==> src/rtl/y86_pkg.sv <==
// Shared Y86-64 definitions: instruction codes, register "none" index and
// processor status encodings used across the SEQ core.
package y86_pkg;

    localparam logic [3:0] I_HALT   = 4'h0;
    localparam logic [3:0] I_NOP    = 4'h1;
    localparam logic [3:0] I_RRMOVQ = 4'h2;
    localparam logic [3:0] I_IRMOVQ = 4'h3;
    localparam logic [3:0] I_RMMOVQ = 4'h4;
    localparam logic [3:0] I_MRMOVQ = 4'h5;
    localparam logic [3:0] I_OPQ    = 4'h6;
    localparam logic [3:0] I_JXX    = 4'h7;
    localparam logic [3:0] I_CALL   = 4'h8;
    localparam logic [3:0] I_RET    = 4'h9;
    localparam logic [3:0] I_PUSHQ  = 4'hA;
    localparam logic [3:0] I_POPQ   = 4'hB;

    localparam logic [3:0] RNONE = 4'hF;

    typedef enum logic [2:0] {
        S_AOK = 3'd1,
        S_HLT = 3'd2,
        S_ADR = 3'd3,
        S_INS = 3'd4
    } stat_t;

endpackage

==> src/rtl/y86_regfile_2w.sv <==
// 15-entry register file with two write ports (port M has priority on a
// shared destination), asynchronous reset and a flat read-out of every entry.
module y86_regfile_2w #(
    parameter int unsigned       DATA_W    = 64,
    parameter int unsigned       NREGS     = 15,
    parameter int unsigned       RSP_IDX   = 14,
    parameter logic [DATA_W-1:0] RSP_RESET = '0
) (
    input  logic                    clk,
    input  logic                    rst_n,
    input  logic                    we_e,
    input  logic [3:0]              dst_e,
    input  logic [DATA_W-1:0]       val_e,
    input  logic                    we_m,
    input  logic [3:0]              dst_m,
    input  logic [DATA_W-1:0]       val_m,
    output logic [NREGS*DATA_W-1:0] regs_flat
);

    logic [DATA_W-1:0] regs [NREGS];

    // Per-entry select keeps out-of-range indices (15) from ever writing.
    always_ff @(posedge clk or negedge rst_n) begin
        if (!rst_n) begin
            for (int unsigned i = 0; i < NREGS; i++)
                regs[i] <= (i == RSP_IDX) ? RSP_RESET : '0;
        end else begin
            for (int unsigned i = 0; i < NREGS; i++) begin
                if (we_m && dst_m == 4'(i))
                    regs[i] <= val_m;
                else if (we_e && dst_e == 4'(i))
                    regs[i] <= val_e;
            end
        end
    end

    always_comb begin
        regs_flat = '0;
        for (int unsigned i = 0; i < NREGS; i++)
            regs_flat[i*DATA_W +: DATA_W] = regs[i];
    end

endmodule

==> src/rtl/seq_writeback.sv <==
// SEQ Y86-64 writeback stage: destination decode, register-file commit,
// sticky processor status and retired-instruction counter.
module seq_writeback
    import y86_pkg::*;
#(
    parameter int unsigned       DATA_W    = 64,
    parameter int unsigned       RSP_IDX   = 14,
    parameter logic [DATA_W-1:0] RSP_RESET = 64'h0,
    parameter int unsigned       CNT_W     = 32
) (
    input  logic              clk,
    input  logic              rst_n,
    input  logic              wb_valid,
    input  logic [3:0]        icode,
    input  logic [3:0]        rA,
    input  logic [3:0]        rB,
    input  logic              cnd,
    input  logic [DATA_W-1:0] valE,
    input  logic [DATA_W-1:0] valM,
    input  logic              imem_error,
    input  logic              dmem_error,
    output logic [DATA_W-1:0] regmem0,
    output logic [DATA_W-1:0] regmem1,
    output logic [DATA_W-1:0] regmem2,
    output logic [DATA_W-1:0] regmem3,
    output logic [DATA_W-1:0] regmem4,
    output logic [DATA_W-1:0] regmem5,
    output logic [DATA_W-1:0] regmem6,
    output logic [DATA_W-1:0] regmem7,
    output logic [DATA_W-1:0] regmem8,
    output logic [DATA_W-1:0] regmem9,
    output logic [DATA_W-1:0] regmem10,
    output logic [DATA_W-1:0] regmem11,
    output logic [DATA_W-1:0] regmem12,
    output logic [DATA_W-1:0] regmem13,
    output logic [DATA_W-1:0] regmem14,
    output logic [2:0]        stat,
    output logic [CNT_W-1:0]  retired
);

    localparam int unsigned NREGS = 15;

    logic [3:0]              dst_e;
    logic [3:0]              dst_m;
    logic                    commit;
    stat_t                   stat_q;
    stat_t                   stat_d;
    logic [NREGS*DATA_W-1:0] regs_flat;

    always_comb begin
        dst_e = RNONE;
        dst_m = RNONE;
        case (icode)
            I_RRMOVQ:                  dst_e = cnd ? rB : RNONE;
            I_IRMOVQ, I_OPQ:           dst_e = rB;
            I_MRMOVQ:                  dst_m = rA;
            I_CALL, I_RET, I_PUSHQ:    dst_e = 4'(RSP_IDX);
            I_POPQ: begin
                dst_e = 4'(RSP_IDX);
                dst_m = rA;
            end
            default: ;
        endcase
    end

    // Fault priority ADR > INS > HLT; a faulting instruction never commits.
    always_comb begin
        stat_d = stat_q;
        commit = 1'b0;
        if (wb_valid && stat_q == S_AOK) begin
            if (imem_error || dmem_error)
                stat_d = S_ADR;
            else if (icode > I_POPQ)
                stat_d = S_INS;
            else if (icode == I_HALT)
                stat_d = S_HLT;
            else
                commit = 1'b1;
        end
    end

    always_ff @(posedge clk or negedge rst_n) begin
        if (!rst_n)
            stat_q <= S_AOK;
        else
            stat_q <= stat_d;
    end

    always_ff @(posedge clk or negedge rst_n) begin
        if (!rst_n)
            retired <= '0;
        else if (commit)
            retired <= retired + 1'b1;
    end

    assign stat = stat_q;

    y86_regfile_2w #(
        .DATA_W    (DATA_W),
        .NREGS     (NREGS),
        .RSP_IDX   (RSP_IDX),
        .RSP_RESET (RSP_RESET)
    ) u_regfile (
        .clk       (clk),
        .rst_n     (rst_n),
        .we_e      (commit),
        .dst_e     (dst_e),
        .val_e     (valE),
        .we_m      (commit),
        .dst_m     (dst_m),
        .val_m     (valM),
        .regs_flat (regs_flat)
    );

    assign regmem0  = regs_flat[ 0*DATA_W +: DATA_W];
    assign regmem1  = regs_flat[ 1*DATA_W +: DATA_W];
    assign regmem2  = regs_flat[ 2*DATA_W +: DATA_W];
    assign regmem3  = regs_flat[ 3*DATA_W +: DATA_W];
    assign regmem4  = regs_flat[ 4*DATA_W +: DATA_W];
    assign regmem5  = regs_flat[ 5*DATA_W +: DATA_W];
    assign regmem6  = regs_flat[ 6*DATA_W +: DATA_W];
    assign regmem7  = regs_flat[ 7*DATA_W +: DATA_W];
    assign regmem8  = regs_flat[ 8*DATA_W +: DATA_W];
    assign regmem9  = regs_flat[ 9*DATA_W +: DATA_W];
    assign regmem10 = regs_flat[10*DATA_W +: DATA_W];
    assign regmem11 = regs_flat[11*DATA_W +: DATA_W];
    assign regmem12 = regs_flat[12*DATA_W +: DATA_W];
    assign regmem13 = regs_flat[13*DATA_W +: DATA_W];
    assign regmem14 = regs_flat[14*DATA_W +: DATA_W];

endmodule

==> config.mk <==
export PLATFORM = sky130hd
export DESIGN_NAME = seq_writeback
export DESIGN_NICKNAME = d
export VERILOG_FILES = /design/src/rtl/y86_pkg.sv /design/src/rtl/y86_regfile_2w.sv /design/src/rtl/seq_writeback.sv
export SDC_FILE = /design/constraint.sdc
export NUM_CORES = 2
export LEC_CHECK = 0
export CORE_AREA = 10 10 442 444
export CTS_BUF_LIST = sky130_fd_sc_hd__clkbuf_8
export DETAILED_ROUTE_END_ITERATION = 8
export DIE_AREA = 0 0 452 454
export GPL_ROUTABILITY_DRIVEN = 0
export PLACE_DENSITY_LB_ADDON = 0.08
export SLEW_MARGIN = 10
export SYNTH_ARGS = -nofsm -noshare
export SYNTH_HDL_FRONTEND = slang
export SYNTH_SLANG_ARGS = --single-unit
==> constraint.sdc <==
create_clock -name clk -period 2.71 [get_ports clk]
set_input_delay 0.4065 -clock clk [delete_from_list [all_inputs] [get_ports clk]]
set_output_delay 0.4065 -clock clk [all_outputs]
set_load 0.02 [all_outputs]
# Yosys cells after proc, flatten, opt, wreduce, memory -nomap -nowiden
# Index checks and enable logic that the tools add are counted.
# word_totals
reg_bits	995
in_bits	146
output_inout_bits	995
# classes
add_sub_neg	1
magnitude_cmp	1
n_eq_ne	37
muxes	40
reduce_logical	55
# op_table
op	n
$mux 64	30
$eq 4x4->1 const B	18
$eq 4x3->1 const B	10
$add 32x1->32 const B	1
$logic_and 1x1->1	31
$reduce_bool 2->1	15
$eq 4x2->1 const B	6
$logic_not 4->1	3
$pmux 4 s3	1
$mux 3	3
$eq 4x1->1 const B	2
$mux 4	2
$gt 4x4->1 const B	1
$mux 1	4
$reduce_or 2->1	2
$reduce_or 4->1	1
$eq 3x1->1 const B	1
$reduce_bool 3->1	1
$reduce_and 2->1	1
$logic_or 1x1->1	1

# Depth between registers and ports, before layout
# depth
word_depth	8
depth_mapped	10
mapped_depth_nobuf	6

# Hierarchy
# A second synthesis with hierarchy kept.
# hier_totals
hier_cells	6028
hier_area_um2	50246.9
# by_module_without_submodules
module	n_inst	cells_per_inst	area_each_um2	seq_area_each_um2
y86_regfile_2w	1	5850	48432.7	24023.0
seq_writeback	1	178	1814.2	877.1

# Worst setup path before layout
# OpenSTA, ideal clock, no wires.
# synth_path
path_type	register -> register
startpoint	register stat_q[0], in the netlist stat[0]
endpoint	register u_regfile.regs (netlist bit u_regfile.regs_flat[835])
setup_time_ps	127
t_arrival_ps	2296
required_ps	2583
slack_ps	287
stages_incl_launch_ff	11
path_buffers	5
synth_period_minus_slack_ps	2423
path_cell_list	dfstp_2 > nand4bb_1 > buf_2 > or3_1 > buf_6 > buf_12 > or3_1 > buf_4 > buf_6 > nor2_1 > nor2_1
# synth_via
elab_chain_len	5
word_cells_on_any_way	7
# synth_lines
item	line	rtl
from (decl)	seq_writeback.sv:46	stat_t stat_q;
from (signal assigned)	seq_writeback.sv:86	stat_q <= stat_d;
$eq 3x1->1 (*)	seq_writeback.sv:70	if (wb_valid && stat_q == S_AOK) begin
$logic_and 1x1->1 (*)	seq_writeback.sv:70	
$mux 1 (*)	seq_writeback.sv:70	
$logic_and 1x1->1 (on tied branches)	y86_regfile_2w.sv:29, y86_regfile_2w.sv:31	
$mux 64 / $reduce_bool 2->1 (equally long branches)	n/a	
to (signal, indexed assignment)	y86_regfile_2w.sv:26	regs[i] <= (i == RSP_IDX) ? RSP_RESET : '0;
to (signal, indexed assignment)	y86_regfile_2w.sv:30	regs[i] <= val_m;
to (signal, indexed assignment)	y86_regfile_2w.sv:32	regs[i] <= val_e;
to (decl)	y86_regfile_2w.sv:20	logic [DATA_W-1:0] regs [NREGS];
# Mark *: on every way between the ends. The rest lies on a longest branch, timed or not.
# A chain may end at the register's enable or synchronous reset.

# Final worst setup path
# layout_path
startpoint	register stat_q[0], in the netlist stat[0]
endpoint	register u_regfile.regs (netlist bit u_regfile.regs_flat[536])
# Same word-level chain as after synthesis.

==> impl_results.md <==
- Hpwl dp: 211000 um
- Post-synthesis async set-or-reset flop share: 100%
- Residual DRC: 0
- VDD IR max: 370 uV
- GRT overflow: 0
- Synth top area share: 53.1%
- Post-synth top area cell: dfrtp_1
- Crit-path cells: nand4bb_1, buf_4, buf_4, nor4_1, buf_4, nand3_4, buf_12, a221oi_1, nor2_1
- Worst EP required: 3.54 ns
- Drt via density: 5.09
- Crit-path slowest cell: dfstp_2
- Clock buffer depth: 3
- DRT antenna net count: 0
- Flops & latches, synth: 995
- Die H: 454 um
- Crit Path Class: reg2reg
- Largest net degree at the start of global routing: 90
- First-pass GRT wire length: 396000 um
- Die Footprint: 205000 um^2
- Synth cell types: 49
- Fin. Hold Viols: 0
- Hold path depth: 4
- Max cap viols: 0
- Average wire per cell in the routed design: 33.5 um
- H-tree Lvls: 4
- Arr. time, crit path: 3.43 ns
- Post-synthesis sequential area ratio: 53.2%
- Ports: 1141
- WHS Endpoint: u_regfile.regs_flat[878]
- Slew headroom: 40.8%
- Routed vias: 44300
- Delay-heaviest family, CP: buffers and inverters
- Clock Skew: 0.0295 ns
- Bufs and invs on worst path: 4
- Syn nets: 4907
- Most used cell along the critical path: buf_4
- Actual slew at the worst max-slew pin: 0.886 ns
- Vias in the first global route: 43800
- RR Startpoint: stat[0]
- Initial antenna violation count: 14
- Avg Cell Area, Syn: 9.84 um^2
- Number of synthesis warnings: 0
- Worst reg2reg path depth: 9
- Root buf cell: clkbuf_8
- CTS tree: done
- Hold_ws: 0.239 ns
- Syn Std Cell Area: 46800 um^2
- Post-Synthesis Cells: 4760
- Hold Path Origin: valM[46]
- WL final: 292000 um
- Reg2reg setup slack: 0.10 ns
- Placed insts: 8350
- Core box area: 187000 um^2
- Clk slew on worst S/H paths: 0.06 ns
- Nets: 6205
- Pwr/cell area: 468 nW/um^2
- 1st-iter DRT viols: 3984
- Rows: 159
- Period utilisation layout: 96.2%
- Maximum clock frequency: 0.384 GHz
- Worst Setup End Kind: flip-flop
- Synth cell count leaders: 1487 x nor2_1, 994 x dfrtp_1, 496 x a21oi_1
- Fillers: 19000
- Clock Latency Late Sink: 0.96 ns
- Startpoint Class: flip-flop
- Worst Hold Class: in2reg
- Most used flip-flop cell after synthesis: dfrtp_1
- EDFF count, synth: 0
- I/O Buffers: 1140
- DR pass1 iterations: 6
- Initial Util: 25.1%
- Synth-to-Final Area Change: 45.8%
- Clk sinks: 995
- Max-slew violation count: 0
- Fin crit period: 2.61 ns
- Final Setup Violations: 0
- Gr usage total: 27.3%
- Ratio of cells with drive above 1 in the final layout: 13.9%
- Largest cells by area after synthesis: dfrtp_1 53%, nor2_1 12%, mux2i_1 8.6%
- Leak: 32.3 nW
- Status: complete, no violations
- Top-count cell post-synth: nor2_1
- CP max stage delay: 0.53 ns
- TritonCTS Buffers: 194
- Die X: 452 um
- CP Max Fanout: 31
- Final Non-Filler Cells: 8711
- End of the worst register-to-register path: u_regfile.regs_flat[536]
per-stage QoR:
| step | instance area (um^2) | power, W | TNS (ns) | setup WS (ns) | utilization (%) |
|---|---|---|---|---|---|
| floorplan | 46800 | 0.0155 | 0 | 0.287 | - |
| global placement | 64300 | 0.0168 | -297.81 | -0.549 | 34.5 |
| detailed placement | 64300 | 0.0168 | -305.29 | -0.557 | 34.5 |
| CTS | 68200 | 0.0324 | 0 | 0.00134 | 36.5 |
| global route | 68300 | 0.0331 | -0.0132 | -0.0108 | 36.6 |
| finish | 68300 | 0.0320 | 0 | 0.104 | 36.6 |
kinds of logic (layout without fill, tap and decap cells):
family,after synthesis,count (layout),share of synthesized area [%]
compound gates,1018,1018,16.3
xor+xnor,31,31,0.580
fa+ha+maj,1,1,0.0267
buf+inv,512,1958,5.40
flops,995,995,53.2
mux,400,400,8.55
other cells,0,10,0
simple gates,1803,1803,16.0
registers in the layout, indices dropped and copies added, names as in the netlist:
signal and flops:
u_regfile.regs_flat 960, retired 32, stat 3
layout by cell type, fill, tap and decap left out, types with 7 or more instances in the layout:
cell	instances
a221oi_1	417
clkdlybuf4s50_1	1119
buf_4	325
buf_12	142
mux2i_1	400
a221oi_2	95
xnor2_1	22
xor2_1	9
dfrtp_1	994
nand2_1	72
nor3_4	9
nor2_1	1487
dlygate4sd2_1	20
clkbuf_8	234
nand4_1	18
a21oi_1	496
nand3_4	11
and2_1	131
nand3_1	16
inv_1	94
nor2b_1	8
or3_4	7
diode_2	10
worst max-delay path by stage:
stage	from	depth (start not counted)	slack, ns	endpoint
finish	stat[0]	9	0.10	u_regfile.regs_flat[536]
global route	stat[0]	9	-0.01	u_regfile.regs_flat[536]
CTS	stat[0]	8	0.001	u_regfile.regs_flat[673]
detailed placement	dmem_error	9	-0.56	u_regfile.regs_flat[761]
global placement	dmem_error	9	-0.55	u_regfile.regs_flat[747]
floorplan	stat[0]	10	0.29	u_regfile.regs_flat[835]
per-layer routing:
layer	track usage (%)	part of all wire (%)
met1	33.1	40
met2	45.2	48
met3	6.47	6.7
met4	13.3	5.2
met5	0	0
final cells by class:
class                      instances  area [um^2]  share of cell area (%)
inverter                           3         11.3                  0.0165
tap                             2495         3120                    4.57
clock inverter                   110          588                   0.862
timing repair buffer            1611        16700                    24.5
antenna                           10         25.0                  0.0367
multi-input combinational       3253        19700                    28.8
clock buffer                     234         3220                    4.72
sequential                       995        24900                    36.5
repair_timing:
action | CTS | global route
endpoints found under the hold margin | 865 | 0
gates cloned | 0 | 1
gates resized for setup | 22 | 3
pin swaps | 2 | 3
setup endpoints to repair | 64 | 120
setup buffers | 2 | 2
hold buffers | 2 | 0
worst reg2reg max path: stages (launching register included):
cell,delay [ns]
dfstp_2,0.53
nand4bb_1,0.11
buf_4,0.18
buf_4,0.17
nor4_1,0.36
buf_4,0.21
nand3_4,0.21
buf_12,0.26
a221oi_1,0.36
nor2_1,0.08
power by group:
part           switching [W]  internal [W]
Clock                0.00734       0.00806
Combinational        0.00125      0.000450
Sequential                 0        0.0149
Total                0.00859        0.0234
(Power assumes the default switching activity.)
